--- src/rtl/rr_mux_n_if.sv ---
// Handshake bundle for rr_mux_n: N input channels in, one registered beat out.
// RR_MUX_LAST_EN adds the in_last/out_last packet-boundary signals.
interface rr_mux_n_if #(
  parameter int N     = 4,
  parameter int WIDTH = 8,
  parameter int SEL_W = (N > 1) ? $clog2(N) : 1
);
  logic [N*WIDTH-1:0] in_data;
  logic [N-1:0]       in_valid;
  logic [N-1:0]       in_ready;
  logic [WIDTH-1:0]   out_data;
  logic [SEL_W-1:0]   out_sel;
  logic               out_valid;
  logic               out_ready;
`ifdef RR_MUX_LAST_EN
  logic [N-1:0]       in_last;
  logic               out_last;

  modport master (output in_data, in_valid, in_last, out_ready,
                  input  in_ready, out_data, out_sel, out_valid, out_last);
  modport slave  (input  in_data, in_valid, in_last, out_ready,
                  output in_ready, out_data, out_sel, out_valid, out_last);
`else
  modport master (output in_data, in_valid, out_ready,
                  input  in_ready, out_data, out_sel, out_valid);
  modport slave  (input  in_data, in_valid, out_ready,
                  output in_ready, out_data, out_sel, out_valid);
`endif
endinterface

--- src/rtl/rr_mux_n.sv ---
// Round-robin N:1 mux with a single registered output stage (1 beat/cycle).
// RR_MUX_LAST_EN enables packet mode: a channel holds the grant until in_last.
module rr_mux_n #(
  parameter int N     = 4,
  parameter int WIDTH = 8
) (
  input logic       clk,
  input logic       rst,
  rr_mux_n_if.slave bus
);
  localparam int SEL_W = (N > 1) ? $clog2(N) : 1;
  localparam int unsigned NU = N;

  logic [SEL_W-1:0] ptr;
  logic [SEL_W-1:0] gnt;
  logic [SEL_W-1:0] gnt_inc;
  logic             found;
  logic             load;
  logic             xfer;
  logic [WIDTH-1:0] data_q;
  logic [SEL_W-1:0] sel_q;
  logic             valid_q;

`ifdef RR_MUX_LAST_EN
  typedef enum logic {ST_ARB, ST_LOCK} state_t;
  state_t           state, state_next;
  logic [SEL_W-1:0] lock_ch;
  logic             last_q;
`endif

  assign load = !valid_q || bus.out_ready;
  assign xfer = load && found && !rst;

  // Scan from ptr upward with explicit wrap so non-power-of-two N never indexes >= N.
  always_comb begin
    int unsigned idx;
    found = 1'b0;
    gnt   = '0;
`ifdef RR_MUX_LAST_EN
    if (state == ST_LOCK) begin
      found = bus.in_valid[lock_ch];
      gnt   = lock_ch;
    end else
`endif
    for (int unsigned k = 0; k < NU; k++) begin
      idx = int'(ptr) + k;
      if (idx >= NU) idx = idx - NU;
      if (!found && bus.in_valid[idx]) begin
        found = 1'b1;
        gnt   = SEL_W'(idx);
      end
    end
  end

  assign gnt_inc = (int'(gnt) == N - 1) ? '0 : gnt + 1'b1;

  always_comb begin
    bus.in_ready = '0;
    for (int unsigned i = 0; i < NU; i++)
      bus.in_ready[i] = xfer && (gnt == SEL_W'(i));
  end

`ifdef RR_MUX_LAST_EN
  always_comb begin
    state_next = state;
    if (xfer) state_next = bus.in_last[gnt] ? ST_ARB : ST_LOCK;
  end
`endif

  always_ff @(posedge clk) begin
    if (rst) begin
      data_q  <= '0;
      sel_q   <= '0;
      valid_q <= 1'b0;
      ptr     <= '0;
`ifdef RR_MUX_LAST_EN
      state   <= ST_ARB;
      lock_ch <= '0;
      last_q  <= 1'b0;
`endif
    end else if (load) begin
      if (found) begin
        data_q  <= bus.in_data[int'(gnt)*WIDTH +: WIDTH];
        sel_q   <= gnt;
        valid_q <= 1'b1;
`ifdef RR_MUX_LAST_EN
        state   <= state_next;
        lock_ch <= gnt;
        last_q  <= bus.in_last[gnt];
        if (bus.in_last[gnt]) ptr <= gnt_inc;
`else
        ptr     <= gnt_inc;
`endif
      end else begin
        valid_q <= 1'b0;
      end
    end
  end

  assign bus.out_data  = data_q;
  assign bus.out_sel   = sel_q;
  assign bus.out_valid = valid_q;
`ifdef RR_MUX_LAST_EN
  assign bus.out_last  = last_q;
`endif

endmodule

--- src/flat_wrapper.sv ---
// flat-port wrapper written by rule: the top's interface ports become plain ports
module rr_mux_n_flat 
#(
  parameter int N     = 4,
  parameter int WIDTH = 8
)
  (clk, rst, bus_in_data, bus_in_valid, bus_out_ready, bus_in_ready, bus_out_data, bus_out_sel, bus_out_valid);
  rr_mux_n_if #(.N(N), .WIDTH(WIDTH)) bus_i ();
  input logic clk;
  input logic rst;
  input wire logic [$bits(bus_i.in_data)-1:0] bus_in_data;
  input wire logic [$bits(bus_i.in_valid)-1:0] bus_in_valid;
  input wire logic [$bits(bus_i.out_ready)-1:0] bus_out_ready;
  output wire logic [$bits(bus_i.in_ready)-1:0] bus_in_ready;
  output wire logic [$bits(bus_i.out_data)-1:0] bus_out_data;
  output wire logic [$bits(bus_i.out_sel)-1:0] bus_out_sel;
  output wire logic [$bits(bus_i.out_valid)-1:0] bus_out_valid;
  assign bus_i.in_data = bus_in_data;
  assign bus_i.in_valid = bus_in_valid;
  assign bus_i.out_ready = bus_out_ready;
  assign bus_in_ready = bus_i.in_ready;
  assign bus_out_data = bus_i.out_data;
  assign bus_out_sel = bus_i.out_sel;
  assign bus_out_valid = bus_i.out_valid;
  rr_mux_n #(.N(N), .WIDTH(WIDTH)) u_core (.clk(clk), .rst(rst), .bus(bus_i));
endmodule
--- config.mk ---
export PLATFORM = sky130hd
export DESIGN_NAME = rr_mux_n_flat
export DESIGN_NICKNAME = d
export VERILOG_FILES = /design/src/rtl/rr_mux_n_if.sv /design/src/rtl/rr_mux_n.sv /design/src/flat_wrapper.sv
export SDC_FILE = /design/constraint.sdc
export NUM_CORES = 1
export LEC_CHECK = 0
export BUFFER_PORTS_ARGS = -buffer_cell sky130_fd_sc_hd__clkbuf_2
export CORE_MARGIN = 3
export CORE_UTILIZATION = 40
export DETAILED_ROUTE_END_ITERATION = 16
export GPL_ROUTABILITY_DRIVEN = 1
export PLACE_DENSITY = 0.78
export SLEW_MARGIN = 20
export SYNTH_ARGS = -nofsm -noshare
export SYNTH_HDL_FRONTEND = slang
export SYNTH_SLANG_ARGS = --single-unit
export TNS_END_PERCENT = 50
--- constraint.sdc ---
create_clock -name clk -period 3.5 [get_ports clk]
set_input_delay 0.35 -clock clk [delete_from_list [all_inputs] [get_ports clk]]
set_output_delay 0.35 -clock clk [all_outputs]
set_load 0.02 [all_outputs]
==> results of run 1 <==
==> worst reg2reg max path: cells and delay by family, from the launching register on <==
| kind | cells | cell delay (ns) |
|---|---|---|
| and+or+nand+nor | 2 | 0.20 |
| adders and majority gates | 1 | 0.31 |
| buffers and inverters | 1 | 0.09 |
| AOI/OAI and AO/OA | 2 | 0.70 |
| DFF | 1 | 0.42 |
==> path summary, 6_finish.rpt <==
kind                                             from               endpoint  slack, ns  cells after the start
worst min register to register  u_core.bus.out_sel[1]  u_core.bus.out_sel[1]       0.46                      2
worst min-delay path                              rst  u_core.bus.out_sel[1]       0.32                      2
worst max-delay path                    u_core.ptr[0]        bus_in_ready[2]       1.12                      7
worst max register to register          u_core.ptr[0]          u_core.ptr[1]       1.68                      6
==> sequential cells by signal, summed over array words and instances (netlist names) <==
name,count
u_core.bus.out_valid,1
u_core.ptr,2
u_core.bus.out_sel,2
u_core.bus.out_data,8
==> metal layers <==
layer  GRT usage [%]  vias up  part of all wire (%)
li1                -      418                     -
met2            25.9       28                    51
met4            8.29        0                   2.1
met5               0        -                     0
met3            3.93        5                   6.4
met1            19.1      361                    41
==> synthesized netlist by cell type (all sizes together) <==
library cell and n:
a21o 2, o22a 2, nor2 8, inv 4
nand2b 1, dfxtp 13, a21oi 5, buf 3
nor3 1, nor4 1, o221a 1, o221ai 8
mux2i 16, nor2b 2, and2 1, nand2 14
ha 1, a211oi 2
==> power groups by stage <==
stage	clock network (mW)	logic, mW	registers [mW]
4_1_cts	0.0987	0.171	0.184
6_report	0.0973	0.169	0.184
2_1_floorplan	0	0.101	0.207
3_3_place_gp	0	0.167	0.186
3_5_place_dp	0	0.170	0.187
5_1_grt	0.106	0.185	0.187
==> layout make-up <==
type / instances / share of cell area (%)
timing repair buffer: 53 / 24.9
sequential: 13 / 24.4
inverter: 4 / 1.41
multi-input combinational: 65 / 44.0
tap: 25 / 2.93
clock buffer: 4 / 2.46
==> metrics by stage <==
step / cell area (sq um) / cells / worst slack [ns]
after floorplan: 778 / 85 / 1.81
after global placement: 1040 / 160 / 1.35
after detailed placement: 1040 / 160 / 1.29
after CTS: 1070 / 164 / 1.12
after global routing: 1070 / 164 / 1.00
final: 1070 / 164 / 1.12
==> cell families (layout without fill, tap and decap cells) <==
| logic type | after synthesis | after routing | share of synthesized area, % |
|---|---|---|---|
| AND/OR/NAND/NOR | 28 | 28 | 17.7 |
| AO/OA/AOI/OAI | 20 | 20 | 20.4 |
| multiplexers | 16 | 16 | 20.6 |
| flip-flops | 13 | 13 | 33.4 |
| buffers and inverters | 7 | 61 | 6.27 |
| adder cells (fa/ha/maj) | 1 | 1 | 1.61 |
==> qor.csv, run 1 <==
metric,value,unit
htreeDepth,1,
vdd_drop_max,0.235,mV
yosysWarnings,0,
num_vias,812,
p_per_area,422,nW/um^2
io_buffers,53,
critical_path_class,flop to primary output,
cts_tree,done,
hold_ws,0.315,ns
vias_per_cell,4.95,
die_h,50.1,um
io_pins,54,
drive_gt1_share,44.6,%
insertion_delay,0.29,ns
power_frac_seq,40.8,%
synth.cell_area,778,sq um
hpwl,1570,um
status,completed,
fillers,168,
grt_pass1_wl,3020,um
cp_slowest_cell,o22a_2,
multi_input_area,469,sq um
crit_family,compound AO/OA/AOI/OAI gates,
total_power,450,uW
die_w,50.1,um
setup_viol_count_final,0,
rows,15,
synth_cell_type_count,22,
layout_common_cells,"clkbuf_2, mux2i_1, nand2_1",
coreArea,1780,sq um
drc_errors,0,
hold_viol,0,
power_frac_clock,21.6,%
register_area,260,sq um
routabilityCongestion,0.664,
power.internal,288,uW
grt.total_usage,15.9,%
fin_setup_tns,0,ns
slew_headroom,62.2,%
cts_resized,0,
layout_commonest_cell,clkbuf_2,
end_kind,primary output,
cts-root-buf,clkbuf_4,
yosysSeqAreaShare,33.4,%
antenna_found_initial,0,
synth_cells,85,
synth_top_area_share,33.4,%
overflow,0,
path_max_fanout,20,
maxCapViolCount,0,
crit_chain,nor2b_4 -> nor3_2 -> o22a_2 -> inv_2 -> ha_1 -> and2_1 -> clkbuf_2,
area_growth,37.1,%
sw_frac_of_total,35.9,%
path_buf_inv,2,
clock_skew,0.00615,ns
grt_pass1_vias,710,
num_antenna_cells,0,
cp_data_arrival_time,2.03,ns
ys_ff_latch,13,
postCtsSetupBuffers,0,
wire_per_inst,11.8,um
cts_sinks,13,
syn-num-nets,125,
synth_top_area_cell,dfxtp_1,
slowest_delay,0.52,ns
start_util,43.6,%
dieArea,2510,sq um
slew_viol_final,0,
final_core_util,59.9,%
clock_path_buffers,2,
cts_buffers,3,
fin_crit_sh,67.9,%
crit_path_start_kind,flop,
nNetsFinal,180,
grt_max_degree,21,
finalCriticalPeriod,2.38,ns
combinationalPowerShare,37.6,%
crit_required,3.15,ns
switching_power,162,uW
wirelength,1930,um
synth.area.top_cells,"dfxtp_1, mux2i_1, o221ai_1",
cts.clk_slew.worst_paths,0.08,ns
worst_hold_path_type,input pin to flop,
dr.pass1.iters,4,
ant_nets,0,
power_leakage,0.550,nW
rsz0062_at_grt,no,
postCtsHoldBufs,0,
drt_iter0_drc,7,
clock.fmax,0.421,GHz
tightest_slew,0.564,ns
avgSynthCellArea,9.16,sq um
Power figures use the tool's default switching activity.
==> run 2, diff against run 1 <==
clock period = 2.3 ns   (was 3.5 ns; I/O delays follow)
==> qor.csv, run 2 (synthesis gave the netlist of run 1 again) <==
metric,value,unit,change
status,completed,,unchanged
layout_commonest_cell,clkbuf_2,,unchanged
postCtsHoldBufs,0,,unchanged
wire_per_inst,12.8,um,was 11.8 um
num_vias,840,,was 812
grt_max_degree,14,,was 21
grt_pass1_vias,813,,was 710
grt.total_usage,17.5,%,was 15.9%
layout_common_cells,"clkbuf_2, mux2i_1, nand2_1",,unchanged
end_kind,primary output,,unchanged
path_buf_inv,2,,unchanged
worst_hold_path_type,input pin to flop,,unchanged
clock.fmax,0.477,GHz,
area_growth,38.1,%,was 37.1%
dieArea,2510,sq um,unchanged
p_per_area,646,nW/um^2,was 422 nW/um^2
ant_nets,0,,unchanged
drc_errors,0,,unchanged
cts_buffers,3,,unchanged
setup_viol_count_final,0,,unchanged
start_util,43.6,%,unchanged
critical_path_class,flop to primary output,,unchanged
hpwl,1700,um,was 1570 um
cts_tree,done,,unchanged
path_max_fanout,13,,was 20
grt_pass1_wl,3340,um,was 3020 um
antenna_found_initial,0,,unchanged
cts.clk_slew.worst_paths,0.09,ns,was 0.08 ns
io_buffers,53,,unchanged
io_pins,54,,unchanged
routabilityCongestion,0.679,,was 0.664
cts_sinks,13,,unchanged
drive_gt1_share,45.0,%,was 44.6%
die_h,50.1,um,unchanged
cts-root-buf,clkbuf_4,,unchanged
dp_cells,161,,was 160
crit_family,flip-flops,,was compound AO/OA/AOI/OAI gates
postCtsSetupBuffers,0,,unchanged
slowest_delay,0.43,ns,was 0.52 ns
slew_viol_final,0,,unchanged
dr.pass1.iters,4,,unchanged
vdd_drop_max,0.359,mV,was 0.235 mV
final_core_util,60.3,%,was 59.9%
power_leakage,0.555,nW,was 0.550 nW
maxCapViolCount,0,,unchanged
num_antenna_cells,0,,unchanged
vias_per_cell,5.09,,was 4.95
crit_required,2.07,ns,was 3.15 ns
rows,15,,unchanged
tightest_slew,0.515,ns,was 0.564 ns
insertion_delay,0.28,ns,was 0.29 ns
largest_register_ffs,8,,unchanged
cts_resized,0,,unchanged
wirelength,2110,um,was 1930 um
crit_chain,nor2b_4 -> nor3_2 -> o22a_2 -> inv_2 -> ha_1 -> and2_1 -> clkbuf_2,,unchanged
hold_viol,0,,unchanged
cp_data_arrival_time,1.87,ns,was 2.03 ns
coreArea,1780,sq um,unchanged
finalCriticalPeriod,2.10,ns,
fin_crit_sh,91.1,%,
clock_skew,0.00355,ns,was 0.00615 ns
overflow,0,,unchanged
nNetsFinal,181,,was 180
cp_slowest_cell,dfxtp_1,,was o22a_2
drt_iter0_drc,6,,was 7
htreeDepth,1,,unchanged
rsz0062_at_grt,no,,unchanged
final_cells,165,,was 164
slew_headroom,65.5,%,was 62.2%
fin_setup_tns,0,ns,unchanged
crit_path_start_kind,flop,,unchanged
clock_path_buffers,2,,unchanged
die_w,50.1,um,unchanged
-- run 2: changes by cell type in the layout (fill, tap and decap cells not counted), sizes merged --
| cell | before | now |
|---|---|---|
| buf | 0 | 1 |
-- run 2: per-stage QoR --
step                      cell area, sq um  hold WS (ns)  power (mW)  setup WS, ns
final                                 1070         0.196       0.694         0.204
after global routing                  1070         0.219       0.733        0.0742
after detailed placement              1050         0.456       0.550         0.493
after global placement                1050         0.445       0.542         0.541
after floorplan                        778         0.299       0.469         0.740
after CTS                             1070         0.193       0.700         0.191
-- run 2: layout make-up --
type / count / area, sq um
multi-input combinational: 65 / 469
tap: 25 / 31.3
clock buffer: 4 / 26.3
fill: 182 / 708
inverter: 4 / 15.0
timing repair buffer: 54 / 273
sequential: 13 / 260
-- run 2: worst paths after layout --
check	slack, ns	from	to	depth (start not counted)
worst min register to register	0.47	u_core.bus.out_sel[0]	u_core.bus.out_sel[0]	2
worst min-delay path	0.20	rst	u_core.bus.out_valid	2
worst max-delay path	0.20	u_core.ptr[0]	bus_in_ready[2]	7
worst max register to register	0.54	u_core.ptr[0]	u_core.bus.out_data[1]	6
-- run 2: report_power, final --
group / switching [mW] / internal (mW)
clock: 0.0829 / 0.0674
combinational: 0.147 / 0.117
sequential: 0.0229 / 0.258
-- run 2: routing by layer --
layer | part of all wire (%) | track usage (%) | vias to the layer above
li1 | - | - | 423
met1 | 38 | 17.9 | 380
met2 | 52 | 32.6 | 30
met3 | 7.0 | 4.23 | 7
met4 | 2.7 | 8.29 | 0
met5 | 0 | 0 | -
